File: src/rtl/trap_ctrl.sv
// trap_ctrl -- exception sequencing controller for the MIPS-lite core.
//
// It prioritises the trap sources of the EX-stage instruction into one
// exception. It then updates the minimal CP0 state (EPC, Cause,
// Status.EXL), flushes the pipeline for one cycle and redirects fetch
// through a valid/ready handshake. ERET is sequenced the same way:
// EXL is cleared and fetch is redirected to EPC.
//
// Parameters:
//   HANDLER_ADDR  fetch target for every exception
//   INT_W         number of hardware interrupt lines
//
// Ports:
//   clk, rst_n       core clock, asynchronous active-low reset
//   ex_valid         EX-stage instruction valid this cycle
//   ex_pc, ex_bd     PC of the EX instruction, branch-delay-slot flag
//   trap_type        8 = SYSCALL, 9 = BREAK, any other value = no trap
//   ex_ov, ex_ri     overflow / reserved-instruction on the EX instruction
//   ex_eret          EX instruction is ERET
//   int_pending      level-sensitive interrupt lines
//   redirect_ready   fetch accepts the redirect
//   flush            kill IF/ID/EX contents (one cycle)
//   redirect_valid   redirect request to fetch; redirect_pc is its target
//   epc, cause       CP0 EPC and Cause ([31]=BD, [15:10]=IP, [6:2]=ExcCode)
//   status_exl       CP0 Status.EXL
//   busy             sequencer is not idle
//
// Optional build macro TRAP_CTRL_STATS_EN adds the trap_count[15:0] output.
// It is a saturating count of taken SYSCALL/BREAK exceptions.

module trap_ctrl #(
  parameter logic [31:0] HANDLER_ADDR = 32'h0000_0080,
  parameter int          INT_W        = 6
) (
  input  logic             clk,
  input  logic             rst_n,
  input  logic             ex_valid,
  input  logic [31:0]      ex_pc,
  input  logic             ex_bd,
  input  logic [5:0]       trap_type,
  input  logic             ex_ov,
  input  logic             ex_ri,
  input  logic             ex_eret,
  input  logic [INT_W-1:0] int_pending,
  input  logic             redirect_ready,
  output logic             flush,
  output logic             redirect_valid,
  output logic [31:0]      redirect_pc,
  output logic [31:0]      epc,
  output logic [31:0]      cause,
  output logic             status_exl,
  output logic             busy
`ifdef TRAP_CTRL_STATS_EN
  ,
  output logic [15:0]      trap_count
`endif
);

  typedef enum logic [1:0] {
    S_IDLE,
    S_FLUSH,
    S_REDIRECT
  } state_t;

  localparam logic [4:0] EXC_INT = 5'd0;
  localparam logic [4:0] EXC_SYS = 5'd8;
  localparam logic [4:0] EXC_BP  = 5'd9;
  localparam logic [4:0] EXC_RI  = 5'd10;
  localparam logic [4:0] EXC_OV  = 5'd12;

  state_t      state, state_next;
  logic        cause_bd;
  logic [5:0]  cause_ip;
  logic [4:0]  exc_code;
  logic [5:0]  ip_in;

  logic        take_int, is_sys, is_bp, exc_any;
  logic [4:0]  exc_code_sel;
  logic        evt_exc, evt_eret;

  // The Cause IP field is always 6 bits wide. Map the interrupt lines onto it.
  generate
    if (INT_W >= 6) begin : g_ip_trunc
      assign ip_in = int_pending[5:0];
    end else begin : g_ip_ext
      assign ip_in = {{(6 - INT_W){1'b0}}, int_pending};
    end
  endgenerate

  // Source decode and priority. An interrupt is masked while EXL is set.
  always_comb begin
    // NOTE: every signal written in a combinational block is given a default
    // first, so no path leaves it unassigned and no latch is inferred.
    exc_code_sel = EXC_OV;
    take_int     = (|int_pending) && !status_exl;
    is_sys       = (trap_type == 6'd8);
    is_bp        = (trap_type == 6'd9);
    exc_any      = take_int || ex_ri || is_sys || is_bp || ex_ov;

    if (take_int)    exc_code_sel = EXC_INT;
    else if (ex_ri)  exc_code_sel = EXC_RI;
    else if (is_sys) exc_code_sel = EXC_SYS;
    else if (is_bp)  exc_code_sel = EXC_BP;

    // Events are only qualified while idle. Any exception beats an ERET.
    evt_exc  = (state == S_IDLE) && ex_valid && exc_any;
    evt_eret = (state == S_IDLE) && ex_valid && ex_eret && !exc_any;
  end

  // Next-state logic and state-decoded outputs.
  always_comb begin
    state_next     = state;
    flush          = 1'b0;
    redirect_valid = 1'b0;
    busy           = 1'b1;
    unique case (state)
      S_IDLE: begin
        busy = 1'b0;
        if (evt_exc || evt_eret) state_next = S_FLUSH;
      end
      S_FLUSH: begin
        flush      = 1'b1;
        state_next = S_REDIRECT;
      end
      S_REDIRECT: begin
        redirect_valid = 1'b1;
        if (redirect_ready) state_next = S_IDLE;
      end
      default: state_next = S_IDLE;
    endcase
  end

  // The outputs are decoded from the state register. An asynchronous reset
  // therefore drops flush/redirect_valid at once.
  always_ff @(posedge clk or negedge rst_n) begin
    // NOTE: sequential state uses non-blocking assignments. Every register
    // then samples values from before the edge, whatever the statement order.
    if (!rst_n) state <= S_IDLE;
    else        state <= state_next;
  end

  // CP0 state and the redirect target.
  always_ff @(posedge clk or negedge rst_n) begin
    if (!rst_n) begin
      epc         <= '0;
      cause_bd    <= 1'b0;
      cause_ip    <= '0;
      exc_code    <= '0;
      status_exl  <= 1'b0;
      redirect_pc <= '0;
    end else begin
      cause_ip <= ip_in;
      if (evt_exc) begin
        exc_code    <= exc_code_sel;
        status_exl  <= 1'b1;
        redirect_pc <= HANDLER_ADDR;
        // A nested exception keeps the original EPC and BD.
        if (!status_exl) begin
          epc      <= ex_bd ? (ex_pc - 32'd4) : ex_pc;
          cause_bd <= ex_bd;
        end
      end else if (evt_eret) begin
        status_exl  <= 1'b0;
        redirect_pc <= epc;
      end
    end
  end

  assign cause = {cause_bd, 15'd0, cause_ip, 3'd0, exc_code, 2'd0};

`ifdef TRAP_CTRL_STATS_EN
  always_ff @(posedge clk or negedge rst_n) begin
    if (!rst_n) begin
      trap_count <= '0;
    end else if (evt_exc && (exc_code_sel == EXC_SYS || exc_code_sel == EXC_BP)
                 && (trap_count != 16'hFFFF)) begin
      trap_count <= trap_count + 16'd1;
    end
  end
`endif

endmodule
File: config.mk
export PLATFORM = sky130hd
export DESIGN_NAME = trap_ctrl
export DESIGN_NICKNAME = d
export VERILOG_FILES = /design/src/rtl/trap_ctrl.sv
export SDC_FILE = /design/constraint.sdc
export NUM_CORES = 1
export LEC_CHECK = 0
export BUFFER_PORTS_ARGS = -buffer_cell sky130_fd_sc_hd__buf_2
export CORE_UTILIZATION = 48
export CTS_CLUSTER_SIZE = 30
export DETAILED_ROUTE_END_ITERATION = 8
export GPL_TIMING_DRIVEN = 0
export PLACE_DENSITY = 0.84
export SLEW_MARGIN = 20
export SYNTH_ARGS = -nofsm -noshare
export SYNTH_HDL_FRONTEND = slang
export SYNTH_SLANG_ARGS = --single-unit
File: constraint.sdc
create_clock -name clk -period 2.15 [get_ports clk]
set_input_delay 0.43 -clock clk [delete_from_list [all_inputs] [get_ports clk]]
set_output_delay 0.43 -clock clk [all_outputs]
set_load 0.05 [all_outputs]
; ---- Yosys cells after proc, flatten, opt, wreduce, memory -nomap -nowiden
; Cells that the tools add are included.
[classes]
n_addsub = 1
n_eq_ne = 6
mux = 15
n_bitwise = 1
n_reduce_logical = 17
[ops]
columns = op, count
row1 = $mux 32, 3
row2 = $sub 32x3->32 const B, 1
row3 = $eq 6x4->1 const B, 2
row4 = $mux 3, 3
row5 = $pmux 2 s3, 1
row6 = $reduce_or 6->1, 1
row7 = $logic_and 1x1->1, 5
row8 = $logic_or 1x1->1, 5
row9 = $mux 1, 5
row10 = $mux 5, 1
row11 = $mux 2, 2
row12 = $reduce_and 2->1, 2
row13 = $eq 2x1->1 const B, 1
row14 = $eq 2x2->1 const B, 1
row15 = $logic_not 1->1, 2
row16 = $logic_not 2->1, 1
row17 = $ne 2x1->1 const B, 1
row18 = $ne 2x2->1 const B, 1
row19 = $reduce_bool 2->1, 1
row20 = $not 1->1, 1
[word_totals]
ff_bits = 79
elab_cells = 47

; ---- Logic depth before layout (Yosys ltp)
; Gate-level depths: netlist of run 1.
[logic_depth]
word_depth = 11
mapped_depth = 8

; ---- Worst setup path before layout of run 1
; No wires, ideal clock.
[synth_path]
kind = input to register
start = in ex_pc[14]
end = reg epc[31]
setup_time_ns = 0.134
arrival_ns = 1.991
required_ns = 2.016
path_slack_ns = 0.025
stages = 7
path_buffers = 2
path_cell_list = or3_1 -> buf_2 -> or4_4 -> buf_6 -> nor4_2 -> xnor2_1 -> a21oi_2
[synth_between]
elab_chain_len = 2
[synth_rtl]
columns = element, line_no
row1 = start: declaration, 38  ; input logic [31:0] ex_pc,
row2 = $sub 32x3->32, 159  ; epc <= ex_bd ? (ex_pc - 32'd4) : ex_pc;
row3 = $mux 32, 159
row4 = end signal: assignment, 159
row5 = end: declaration, 49  ; output logic [31:0] epc,
; No other way between the ends.
; A chain may end at the register's enable or synchronous reset.

; ---- Worst setup path after layout of run 1
[layout_path]
start = in ex_pc[16]
end = reg epc[29]
; The elaborated chain is that of the path after synthesis.

==> results of run 1 <==
state kept, by name, indices dropped and copies added, names as in the netlist:
signal / flops
epc: 32
redirect_pc: 32
cause_ip: 6
exc_code: 4
state: 2
cause_bd: 1
status_exl: 1
cell usage in the layout (no fill, tap or decap), types with 2 or more instances in the layout:
master / synthesis / layout
buf_4: 22 / 24
clkbuf_4: 0 / 2
dfrtp_1: 78 / 78
clkinv_4: 0 / 2
inv_1: 6 / 6
nor2b_1: 2 / 2
a21oi_2: 2 / 2
clkbuf_8: 0 / 10
a21o_1: 2 / 2
buf_1: 3 / 3
nand3_1: 3 / 3
mux2_2: 4 / 4
nor2_1: 41 / 41
or3_1: 8 / 8
nor4_1: 7 / 6
a21oi_1: 63 / 63
conb_1: 1 / 21
xor2_1: 3 / 3
nor3_1: 10 / 10
nand2_1: 69 / 69
xnor2_1: 24 / 24
clkbuf_2: 0 / 3
nand2b_1: 5 / 5
buf_2: 5 / 135
nor4_2: 3 / 4
clkbuf_1: 13 / 5
bufinv_16: 0 / 2
final cells by class:
cell class / count / area (um^2) / share of cell area [%]
Clock buffer: 10 / 138 / 2.84
Timing Repair Buffer: 132 / 691 / 14.2
Buffer: 43 / 274 / 5.65
Clock inverter: 6 / 93.8 / 1.94
Sequential cell: 78 / 1950 / 40.3
Inverter: 6 / 22.5 / 0.465
Tap cell: 99 / 124 / 2.56
Multi-Input combinational cell: 286 / 1550 / 32.0
logic make-up (layout without fill, tap and decap cells):
| group | after synthesis | count (layout) | share of synthesized area (%) |
|---|---|---|---|
| other | 1 | 21 | 0.101 |
| AND/OR/NAND/NOR | 159 | 159 | 20.7 |
| XOR/XNOR | 27 | 27 | 6.38 |
| AO/OA/AOI/OAI | 74 | 74 | 10.9 |
| adder cells (fa/ha/maj) | 1 | 1 | 0.337 |
| flip-flops | 78 | 78 | 52.6 |
| buffers and inverters | 50 | 197 | 7.66 |
| multiplexers | 4 | 4 | 1.21 |
Yosys cell counts, types with 5 or more instances:
cell type | instances | area share (%)
nand2b_1 | 5 | 0.84
nor4_1 | 7 | 1.2
dfrtp_1 | 78 | 53
nor3_1 | 10 | 1.4
clkbuf_1 | 13 | 1.3
or3_1 | 8 | 1.4
xnor2_1 | 24 | 5.7
nor2_1 | 41 | 4.2
inv_1 | 6 | 0.61
buf_2 | 5 | 0.67
buf_4 | 22 | 4.5
nand2_1 | 69 | 7.0
a21oi_1 | 63 | 8.5
critical path: cells and delay by family:
| family | cells | cell delay [ns] |
|---|---|---|
| AND/OR/NAND/NOR | 3 | 1.23 |
| buffers and inverters | 2 | 0.28 |
| XOR/XNOR | 1 | 0.18 |
| AO/OA/AOI/OAI | 1 | 0.08 |
power breakdown:
group | total [mW] | leakage (nW) | internal, mW | switching, mW
registers | 2.48 | 0.947 | 2.06 | 0.422
clock network | 1.26 | 0.113 | 0.694 | 0.563
logic | 4.13 | 1.28 | 0.947 | 3.19
path summary, 6_finish.rpt:
| path | slack [ns] | startpoint | end |
|---|---|---|---|
| min | 0.20 | int_pending[0] | cause_ip[0] |
| max in group asynchronous | 1.04 | rst_n | redirect_pc[1] |
| max | 0.15 | ex_pc[16] | epc[29] |
| min in group asynchronous | 0.53 | rst_n | epc[21] |
| max reg2reg | 0.18 | state[0] | redirect_pc[12] |
| min reg2reg | 0.48 | exc_code[1] | exc_code[1] |
through the flow:
| step | instances | util [%] | cell area (um^2) | hold WS (ns) |
|---|---|---|---|---|
| 5_1_grt | 660 | 65.8 | 4850 | 0.186 |
| 2_1_floorplan | 414 | - | 3780 | 0.134 |
| 3_3_place_gp | 643 | 61.8 | 4560 | 0.464 |
| 4_1_cts | 661 | 65.7 | 4840 | 0.190 |
| 6_report | 660 | 65.8 | 4850 | 0.199 |
| 3_5_place_dp | 644 | 62.2 | 4590 | 0.366 |
per-layer routing:
metal | routed length (um) | part of all wire, % | vias to the layer above
met4 | 170 | 1.8 | 0
li1 | - | - | 1594
met5 | 0 | 0 | -
met3 | 449 | 4.8 | 16
met2 | 4840 | 51 | 123
met1 | 3980 | 42 | 1565
repair_timing:
item | CTS | global route
setup endpoints to repair | 45 | 31
endpoints found under the hold margin | 23 | 0
gates resized for setup | 8 | 8
hold buffers | 1 | 0
==> results.tsv, run 1 <==
stage	metric	value	unit
status	status	finished clean	
worst_hold_path	hp-class	in2reg	
sta	setup_viol	0	
sta	min_period	2.00	ns
layout	area_growth	30.7	%
cts	clkTransAtPathRegs	0.09	ns
sta	setup_ws	0.147	ns
grt	met3_usage	3.21	%
placed_design	pre_cts_ws	-0.415	ns
layout	layout-drive-gt1-share	35.3	%
placed_design	portBuffers	130	
cts	htreeDepth	3	
sta	finalHoldViolCount	0	
synth	avgSynthCellArea	9.41	um^2
floorplan	coreArea	0.00737	mm^2
power_and_ir_drop	ir_drop	1.20	mV
drt	routed-via-count	3298	
drt	drt_pass1_iterations	5	
drt	drtAntennaViolNets	0	
synth	ys_ff_latch	78	
cts	cts_max_path_buffers	2	
layout	nFillCells	642	
cts	cts_tree	built	
floorplan	ios	152	
grt	globalRoute.totalOverflow	0	
synth	synth-edff-count	0	
layout	diodes	0	
synth	syn_area	0.00371	mm^2
power_and_ir_drop	total_power	7.87	mW
grt	grt_pass1_wl	15600	um
power_and_ir_drop	p_per_area	1620	mW/mm^2
flow_run	cap_violations	0	
power_and_ir_drop	p_leak	2.34	nW
floorplan	die_w	89.9	um
worst_setup_path	critical_path.max_fanout	10	
grt	gr-usage-met1	29.8	%
grt	gr-max-usage-layer	met2	
layout	fin_nets	609	
grt	grt_max_degree	55	
grt	antenna_found_initial	0	
worst_setup_path	worst_ep_arrival_time	2.21	ns
grt	grt_pass1_vias	3260	
synth	yosysWarningCount	0	
drt	drt-initial-drc-count	166	
worst_setup_path	crit_path_max_incr_delay	0.52	ns
worst_hold_path	hold_path_depth	1	
sta	maxSlewViolCount	0	
sta	finClkSkew	0.0137	ns
sta	period_share	93.1	%
worst_setup_path	endpoint_kind	flip-flop	
sta	tightestPinTransition	0.531	ns
synth	netlist-cell-type-count	42	
sta	max-slew-margin-rel	64.1	%
worst_setup_path	r2r_cells	6	
synth	synth-async-reset-ratio	100	%
placed_design	gp_congestion	0.853	
floorplan	initial_core_util	50.3	%
floorplan	die_h	89.9	um
cts	cts_inserted_buffers	9	
worst_setup_path	crit_slowest_cell	or4_4	
cts	insertion_delay	0.35	ns
synth	synth_ff_type	dfrtp_1	
synth	synthCells	394	
worst_setup_path	crit_chain	buf_2 -> or3_4 -> or4_4 -> buf_6 -> nor4_2 -> xnor2_1 -> a21oi_2	
cts	postCtsSetupRepairBufs	0	
sta	setup_tns	0	ns
grt	use_met2	43.1	%
worst_setup_path	cp-start-kind	input pin	
drt	post-route-drc-count	0	
sta	fmax	0.499	GHz
sta	rsz0062_at_grt	no	
drt	routed_wl	9440	um
grt	grtUsageTotal	24.3	%
floorplan	rows	31	
drt	routedWlPerCell	14.3	um
cts	cts.sinks	78	
worst_setup_path	cp.required	2.36	ns
synth	yosysSeqAreaShare	52.6	%
cts	cts_root_buf	clkbuf_8	
drt	vias_per_cell	5.00	
worst_setup_path	critPathKind	in2reg	
placed_design	hpwl	7040	um
floorplan	design.die.area	0.00808	mm^2
No activity file was read; power rests on OpenSTA's default activity.
==> inputs of run 2 (changes only) <==
--- a/config.mk
+++ b/config.mk
@@ -6,11 +6,11 @@
 export NUM_CORES = 1
 export LEC_CHECK = 0
 export BUFFER_PORTS_ARGS = -buffer_cell sky130_fd_sc_hd__buf_2
-export CORE_UTILIZATION = 48
+export CORE_UTILIZATION = 52
 export CTS_CLUSTER_SIZE = 30
 export DETAILED_ROUTE_END_ITERATION = 8
 export GPL_TIMING_DRIVEN = 0
-export PLACE_DENSITY = 0.84
+export PLACE_DENSITY = 0.89
 export SLEW_MARGIN = 20
 export SYNTH_ARGS = -nofsm -noshare
 export SYNTH_HDL_FRONTEND = slang
==> constraint.sdc (replaced) <==
create_clock -name clk -period 2.42 [get_ports clk]
set_input_delay 0.484 -clock clk [delete_from_list [all_inputs] [get_ports clk]]
set_output_delay 0.484 -clock clk [all_outputs]
set_load 0.05 [all_outputs]
==> run 2 against run 1 <==
Critical path depth stayed put. Register-to-register slack is essentially flat. Sequential power decreased by 12%. Die area down 7.5%. Via count decreased by 0.52%.
==> results.tsv, run 2 (synthesis results as in run 1) <==
stage	metric	value	unit	change
cts	clkTransAtPathRegs	0.08	ns	was 0.09 ns
status	status	finished clean		unchanged
power_and_ir_drop	ir_drop	0.910	mV	was 1.20 mV
grt	gr-usage-met1	27.8	%	was 29.8%
worst_setup_path	crit_top_cell	clkbuf_1		
layout	layout-drive-gt1-share	35.1	%	was 35.3%
grt	gr-max-usage-layer	met2		unchanged
worst_setup_path	crit_slowest_cell	dfrtp_1		was or4_4
drt	post-route-drc-count	0		unchanged
power_and_ir_drop	total_power	6.97	mW	was 7.87 mW
worst_setup_path	worst_ep_arrival_time	2.47	ns	was 2.21 ns
layout	reg_top3	epc (32), redirect_pc (32), cause_ip (6)		unchanged
power_and_ir_drop	p_per_area	1440	mW/mm^2	was 1620 mW/mm^2
cts	cts_inserted_buffers	9		unchanged
sta	setup_tns	0	ns	unchanged
sta	hold_ws	0.0422	ns	was 0.199 ns
layout	fin_nets	609		unchanged
drt	routedWlPerCell	14.0	um	was 14.3 um
cts	cts.sinks	78		unchanged
cts	cts_tree	built		unchanged
sta	period_share	92.6	%	
layout	area_growth	30.2	%	was 30.7%
drt	drtAntennaViolNets	0		unchanged
sta	fmax	0.446	GHz	
sta	maxSlewViolCount	0		unchanged
floorplan	initial_core_util	54.3	%	was 50.3%
cts	htreeDepth	3		unchanged
floorplan	ios	152		unchanged
worst_setup_path	critical_path_buf_inv_count	3		was 2
sta	rsz0062_at_grt	no		unchanged
worst_setup_path	crit_path_max_incr_delay	0.40	ns	was 0.52 ns
placed_design	portBuffers	130		unchanged
layout	final_cells	657		was 660
grt	use_met2	46.6	%	was 43.1%
worst_setup_path	critical_path.max_fanout	10		unchanged
sta	finalHoldViolCount	0		unchanged
worst_hold_path	hp-class	in2async		was in2reg
drt	drt-initial-drc-count	135		was 166
cts	cts_root_buf	clkbuf_8		unchanged
floorplan	die_w	86.4	um	was 89.9 um
grt	grt_pass1_vias	3238		was 3260
worst_setup_path	cp-start-kind	flip-flop		was input pin
worst_setup_path	critPathKind	reg2reg		was in2reg
sta	setup_ws	0.180	ns	was 0.147 ns
cts	insertion_delay	0.35	ns	about the same
worst_setup_path	reg2reg_setup_slack	0.18	ns	about the same
sta	min_period	2.24	ns	
grt	antenna_found_initial	0		unchanged
layout	diodes	0		unchanged
drt	routed-via-count	3281		was 3298
placed_design	hpwl	7000	um	was 7040 um
floorplan	rows	30		was 31
drt	drt_pass1_iterations	6		was 5
grt	grt_max_degree	52		was 55
floorplan	die_h	86.4	um	was 89.9 um
sta	setup_viol	0		unchanged
grt	grtUsageTotal	25.4	%	was 24.3%
layout	layout_common_cells	134 x buf_2, 78 x dfrtp_1, 69 x nand2_1, 63 x a21oi_1, 41 x nor2_1		was 135 x buf_2, 78 x dfrtp_1, 69 x nand2_1, 63 x a21oi_1, 41 x nor2_1
flow_run	cap_violations	0		unchanged
grt	globalRoute.totalOverflow	0		unchanged
worst_setup_path	crit_family	buffers and inverters		was simple AND/OR/NAND/NOR gates
cts	cts_max_path_buffers	2		unchanged
sta	finClkSkew	0.00702	ns	was 0.0137 ns
layout	mostFrequentLayoutCell	buf_2		unchanged
floorplan	design.die.area	0.00747	mm^2	was 0.00808 mm^2
power_and_ir_drop	p_leak	2.33	nW	was 2.34 nW
placed_design	pre_cts_ws	-0.226	ns	was -0.415 ns
placed_design	dp_cells	641		was 644
worst_setup_path	crit_chain	or2_2 -> nor2_1 -> clkbuf_1 -> o41a_1 -> clkbuf_1 -> clkbuf_2 -> a21oi_1		was buf_2 -> or3_4 -> or4_4 -> buf_6 -> nor4_2 -> xnor2_1 -> a21oi_2
sta	tightestPinTransition	0.601	ns	was 0.531 ns
grt	met3_usage	5.05	%	was 3.21%
drt	routed_wl	9170	um	was 9440 um
placed_design	gp_congestion	0.915		was 0.853
layout	nFillCells	559		was 642
sta	max-slew-margin-rel	59.3	%	was 64.1%
floorplan	coreArea	0.00683	mm^2	was 0.00737 mm^2
cts	cts_hold_buf	0		was 1
worst_setup_path	cp.required	2.65	ns	was 2.36 ns
drt	vias_per_cell	4.99		was 5.00
grt	grt_pass1_wl	14500	um	was 15600 um
worst_setup_path	endpoint_kind	flip-flop		unchanged
[run 2: cell count changes in the layout (fill, tap and decap cells not counted), moves of 2 or more]
| cell | previous run | this run |
|---|---|---|
| clkbuf_1 | 5 | 7 |
| clkinv_4 | 2 | 0 |
| clkbuf_4 | 2 | 0 |
| clkbuf_2 | 3 | 6 |
[run 2: report_power, final]
| part | switching (mW) | leakage, nW | internal (mW) |
|---|---|---|---|
| Clock | 0.498 | 0.110 | 0.616 |
| Combinational | 2.84 | 1.28 | 0.836 |
| Sequential | 0.341 | 0.947 | 1.83 |
| Total | 3.68 | 2.33 | 3.28 |
[run 2: routing by layer]
layer	routed length, um	vias up	share of wire, %
met5	0	-	0
met4	279	0	3.0
met3	560	24	6.1
met2	4720	125	51
met1	3610	1531	39
li1	-	1601	-
[run 2: worst paths after layout]
kind	startpoint	endpoint	depth (start not counted)
min in group clk	int_pending[2]	cause_ip[2]	1
max in group asynchronous	rst_n	epc[19]	2
max reg2reg	state[0]	redirect_pc[11]	7
min	rst_n	epc[1]	1
max	state[0]	redirect_pc[11]	7
min reg2reg	exc_code[1]	exc_code[1]	2
[run 2: timing repair]
item | 4_1_cts | 5_1_grt
setup buffers | 0 | 0
resized for setup | 0 | 13
setup endpoints to repair | 0 | 47
[run 2: cell type report]
class / instances / area (um^2) / share of cell area [%]
Sequential cell: 78 / 1950 / 40.4
Multi-Input combinational cell: 286 / 1550 / 32.2
Timing Repair Buffer: 131 / 681 / 14.1
Buffer: 44 / 269 / 5.57
Clock buffer: 10 / 138 / 2.85
Tap cell: 96 / 120 / 2.49
Clock inverter: 6 / 92.6 / 1.92
Inverter: 6 / 22.5 / 0.467
[run 2: through the flow]
step	cell area, um^2	util, %
2_1_floorplan	3780	-
3_3_place_gp	4550	66.6
3_5_place_dp	4580	67.1
4_1_cts	4810	70.5
5_1_grt	4830	70.7
6_report	4830	70.7
==> inputs of run 3 (changes only) <==
--- a/config.mk
+++ b/config.mk
@@ -6,11 +6,14 @@
 export NUM_CORES = 1
 export LEC_CHECK = 0
 export BUFFER_PORTS_ARGS = -buffer_cell sky130_fd_sc_hd__buf_2
-export CORE_UTILIZATION = 52
+export CELL_PAD_IN_SITES_DETAIL_PLACEMENT = 1
+export CELL_PAD_IN_SITES_GLOBAL_PLACEMENT = 2
+export CORE_UTILIZATION = 30
 export CTS_CLUSTER_SIZE = 30
 export DETAILED_ROUTE_END_ITERATION = 8
+export GPL_ROUTABILITY_DRIVEN = 0
 export GPL_TIMING_DRIVEN = 0
-export PLACE_DENSITY = 0.89
+export PLACE_DENSITY = 0.9
 export SLEW_MARGIN = 20
 export SYNTH_ARGS = -nofsm -noshare
 export SYNTH_HDL_FRONTEND = slang
==> run 3 against run 2 <==
Sequential power barely moved. Critical path depth did not move. Clock skew decreased by 0.0021 ns. Sequential share of layout area shrank 0.92 points. Setup slack better by 0.058 ns. Clock power grew 15%. First-iteration DRC count shrank 36%. Largest power group unchanged. Highest routed layer unchanged.
==> results.tsv, run 3 (synthesis results as in run 1) <==
stage	metric	value	unit	change
worst_setup_path	regToRegStartpoint	state[0]		unchanged
floorplan	ios	152		unchanged
cts	cts.sinks	78		unchanged
drt	drt-initial-drc-count	86		was 135
power_and_ir_drop	total_power	7.18	mW	was 6.97 mW
grt	antenna_found_initial	1		was 0
sta	fmax	0.458	GHz	was 0.446 GHz
worst_setup_path	crit_slowest_cell	dfrtp_1		unchanged
sta	finalHoldViolCount	0		unchanged
grt	globalRoute.totalOverflow	0		unchanged
worst_hold_path	hp-class	in2async		unchanged
sta	min_period	2.18	ns	was 2.24 ns
cts	cts_max_path_buffers	2		unchanged
sta	period_share	90.2	%	was 92.6%
drt	drtAntennaViolNets	0		unchanged
placed_design	portBuffers	130		unchanged
grt	grt_pass1_wl	17500	um	was 14500 um
grt	grt_max_degree	43		was 52
worst_setup_path	critical_path.endpoint	redirect_pc[3]		was redirect_pc[11]
power_and_ir_drop	p_leak	2.35	nW	was 2.33 nW
drt	routed-via-count	3310		was 3281
drt	routedWlPerCell	15.3	um	was 14.0 um
drt	post-route-drc-count	0		unchanged
worst_setup_path	r2r_cells	7		unchanged
layout	final_util	41.1	%	was 70.7%
floorplan	die_h	113	um	was 86.4 um
floorplan	coreArea	0.0120	mm^2	was 0.00683 mm^2
drt	drt_pass1_iterations	4		was 6
power_and_ir_drop	p_per_area	1450	mW/mm^2	was 1440 mW/mm^2
floorplan	rows	40		was 30
layout	multi_input_area	0.00155	mm^2	unchanged
floorplan	design.die.area	0.0128	mm^2	was 0.00747 mm^2
power_and_ir_drop	pwr-share-seq	30.7	%	was 31.2%
worst_setup_path	endpoint_kind	flip-flop		unchanged
layout	layout-drive-gt1-share	35.3	%	was 35.1%
grt	grtUsageTotal	17.6	%	was 25.4%
layout	reg_top3	epc (32), redirect_pc (32), cause_ip (6)		unchanged
floorplan	initial_core_util	30.9	%	was 54.3%
cts	insertion_delay	0.34	ns	was 0.35 ns
drt	routed_wl	10800	um	was 9170 um
sta	rsz0062_at_grt	no		unchanged
sta	hold_ws	0.134	ns	was 0.0422 ns
power_and_ir_drop	p_clk_share	17.8	%	was 16.0%
cts	clkTransAtPathRegs	0.06	ns	was 0.08 ns
sta	tightestPinTransition	0.654	ns	was 0.601 ns
power_and_ir_drop	internal_power	3.38	mW	was 3.28 mW
worst_setup_path	cp-start-kind	flip-flop		unchanged
worst_setup_path	reg2reg_to	redirect_pc[3]		was redirect_pc[11]
sta	setup_viol	0		unchanged
layout	nFillCells	1406		was 559
layout	area_growth	33.2	%	was 30.2%
layout	regArea	0.00195	mm^2	unchanged
worst_setup_path	cp.required	2.63	ns	was 2.65 ns
cts	htreeDepth	3		unchanged
sta	finClkSkew	0.00494	ns	was 0.00702 ns
placed_design	pre_cts_ws	-0.322	ns	was -0.226 ns
drt	vias_per_cell	4.67		was 4.99
worst_setup_path	crit_top_cell	clkbuf_2		was clkbuf_1
sta	setup_ws	0.238	ns	was 0.180 ns
layout	fin_nets	609		unchanged
cts	cts_inserted_buffers	9		unchanged
worst_setup_path	crit_path_max_incr_delay	0.39	ns	was 0.40 ns
power_and_ir_drop	ir_drop	0.509	mV	was 0.910 mV
layout	mostFrequentLayoutCell	buf_2		unchanged
cts	cts_hold_buf	0		unchanged
worst_setup_path	critical_path.max_fanout	10		unchanged
worst_setup_path	reg2reg_setup_slack	0.24	ns	was 0.18 ns
layout	layout_common_cells	134 x buf_2, 78 x dfrtp_1, 69 x nand2_1, 63 x a21oi_1, 41 x nor2_1		unchanged
sta	maxSlewViolCount	0		unchanged
grt	grt_pass1_vias	3511		was 3238
power_and_ir_drop	switchingPower	3.80	mW	was 3.68 mW
status	status	finished clean		unchanged
cts	cts_tree	built		unchanged
placed_design	hpwl	8360	um	was 7000 um
power_and_ir_drop	p_sw_share	53.0	%	was 52.9%
worst_setup_path	critPathLaunch	state[0]		unchanged
worst_setup_path	worst_ep_arrival_time	2.39	ns	was 2.47 ns
flow_run	cap_violations	0		unchanged
power_and_ir_drop	combPwrFrac	51.4	%	was 52.8%
worst_setup_path	crit_chain	or2_2 -> nor2_1 -> clkbuf_2 -> o41a_1 -> clkbuf_1 -> clkbuf_2 -> a21oi_1		was or2_2 -> nor2_1 -> clkbuf_1 -> o41a_1 -> clkbuf_1 -> clkbuf_2 -> a21oi_1
sta	max-slew-margin-rel	55.8	%	was 59.3%
cts	cts_root_buf	clkbuf_16		was clkbuf_8
floorplan	die_w	113	um	was 86.4 um
worst_setup_path	critPathKind	reg2reg		unchanged
[run 3: cell count changes in the layout (fill, tap and decap cells not counted), sizes merged]
cell	before	now
clkbuf	23	22
diode	0	1
clkinv	0	2
bufinv	2	0
clkinvlp	2	3
[run 3: per-stage QoR]
step / area (um^2) / instances / TNS (ns)
finish: 4940 / 709 / 0
global route: 4940 / 708 / 0
CTS: 4930 / 708 / 0
detailed placement: 4640 / 692 / -14.85
global placement: 4620 / 691 / -7.62
floorplan: 3780 / 414 / 0
[run 3: routing by layer]
| metal | track usage [%] | share of wire (%) |
|---|---|---|
| met1 | 20.9 | 44 |
| met2 | 31.5 | 50 |
| met3 | 3.27 | 5.1 |
| met4 | 6.40 | 1.3 |
| met5 | 0 | 0 |
[run 3: cell type report]
type,instances,share of cell area [%]
flip-flops and latches,78,39.5
well taps,147,3.72
multi-input cells,286,31.4
clock buffers,9,4.56
diodes,1,0.0507
inverters,6,0.456
plain buffers,44,5.47
repair buffers,131,13.6
clock inverters,7,1.17
[run 3: worst min path at each step]
| stage | startpoint | slack, ns | end | depth (start not counted) |
|---|---|---|---|---|
| floorplan | rst_n | 0.19 | cause_bd | 0 |
| global route | rst_n | 0.18 | redirect_pc[1] | 1 |
| detailed placement | exc_code[1] | 0.47 | exc_code[1] | 2 |
| global placement | exc_code[1] | 0.47 | exc_code[1] | 2 |
| finish | rst_n | 0.13 | redirect_pc[1] | 1 |
| CTS | rst_n | 0.15 | state[1] | 1 |
[run 3: power by group through the flow]
stage	logic, mW	registers (mW)	clock network [mW]
2_1_floorplan	1.01	3.93	0
3_3_place_gp	3.64	2.20	0
4_1_cts	3.73	2.22	1.32
6_report	3.69	2.20	1.28
3_5_place_dp	3.72	2.24	0
5_1_grt	3.94	2.29	1.36
[run 3: worst max-delay path, delay by kind of cell (launching register included)]
kind            cells  cell delay, ns
buf+inv             3            0.95
simple gates        2            0.48
flops               1            0.39
compound gates      2            0.24
[run 3: timing repair]
item | 4_1_cts | 5_1_grt
endpoints found under the setup margin | 21 | 60
buffers inserted | 0 | 0
resized for setup | 5 | 5
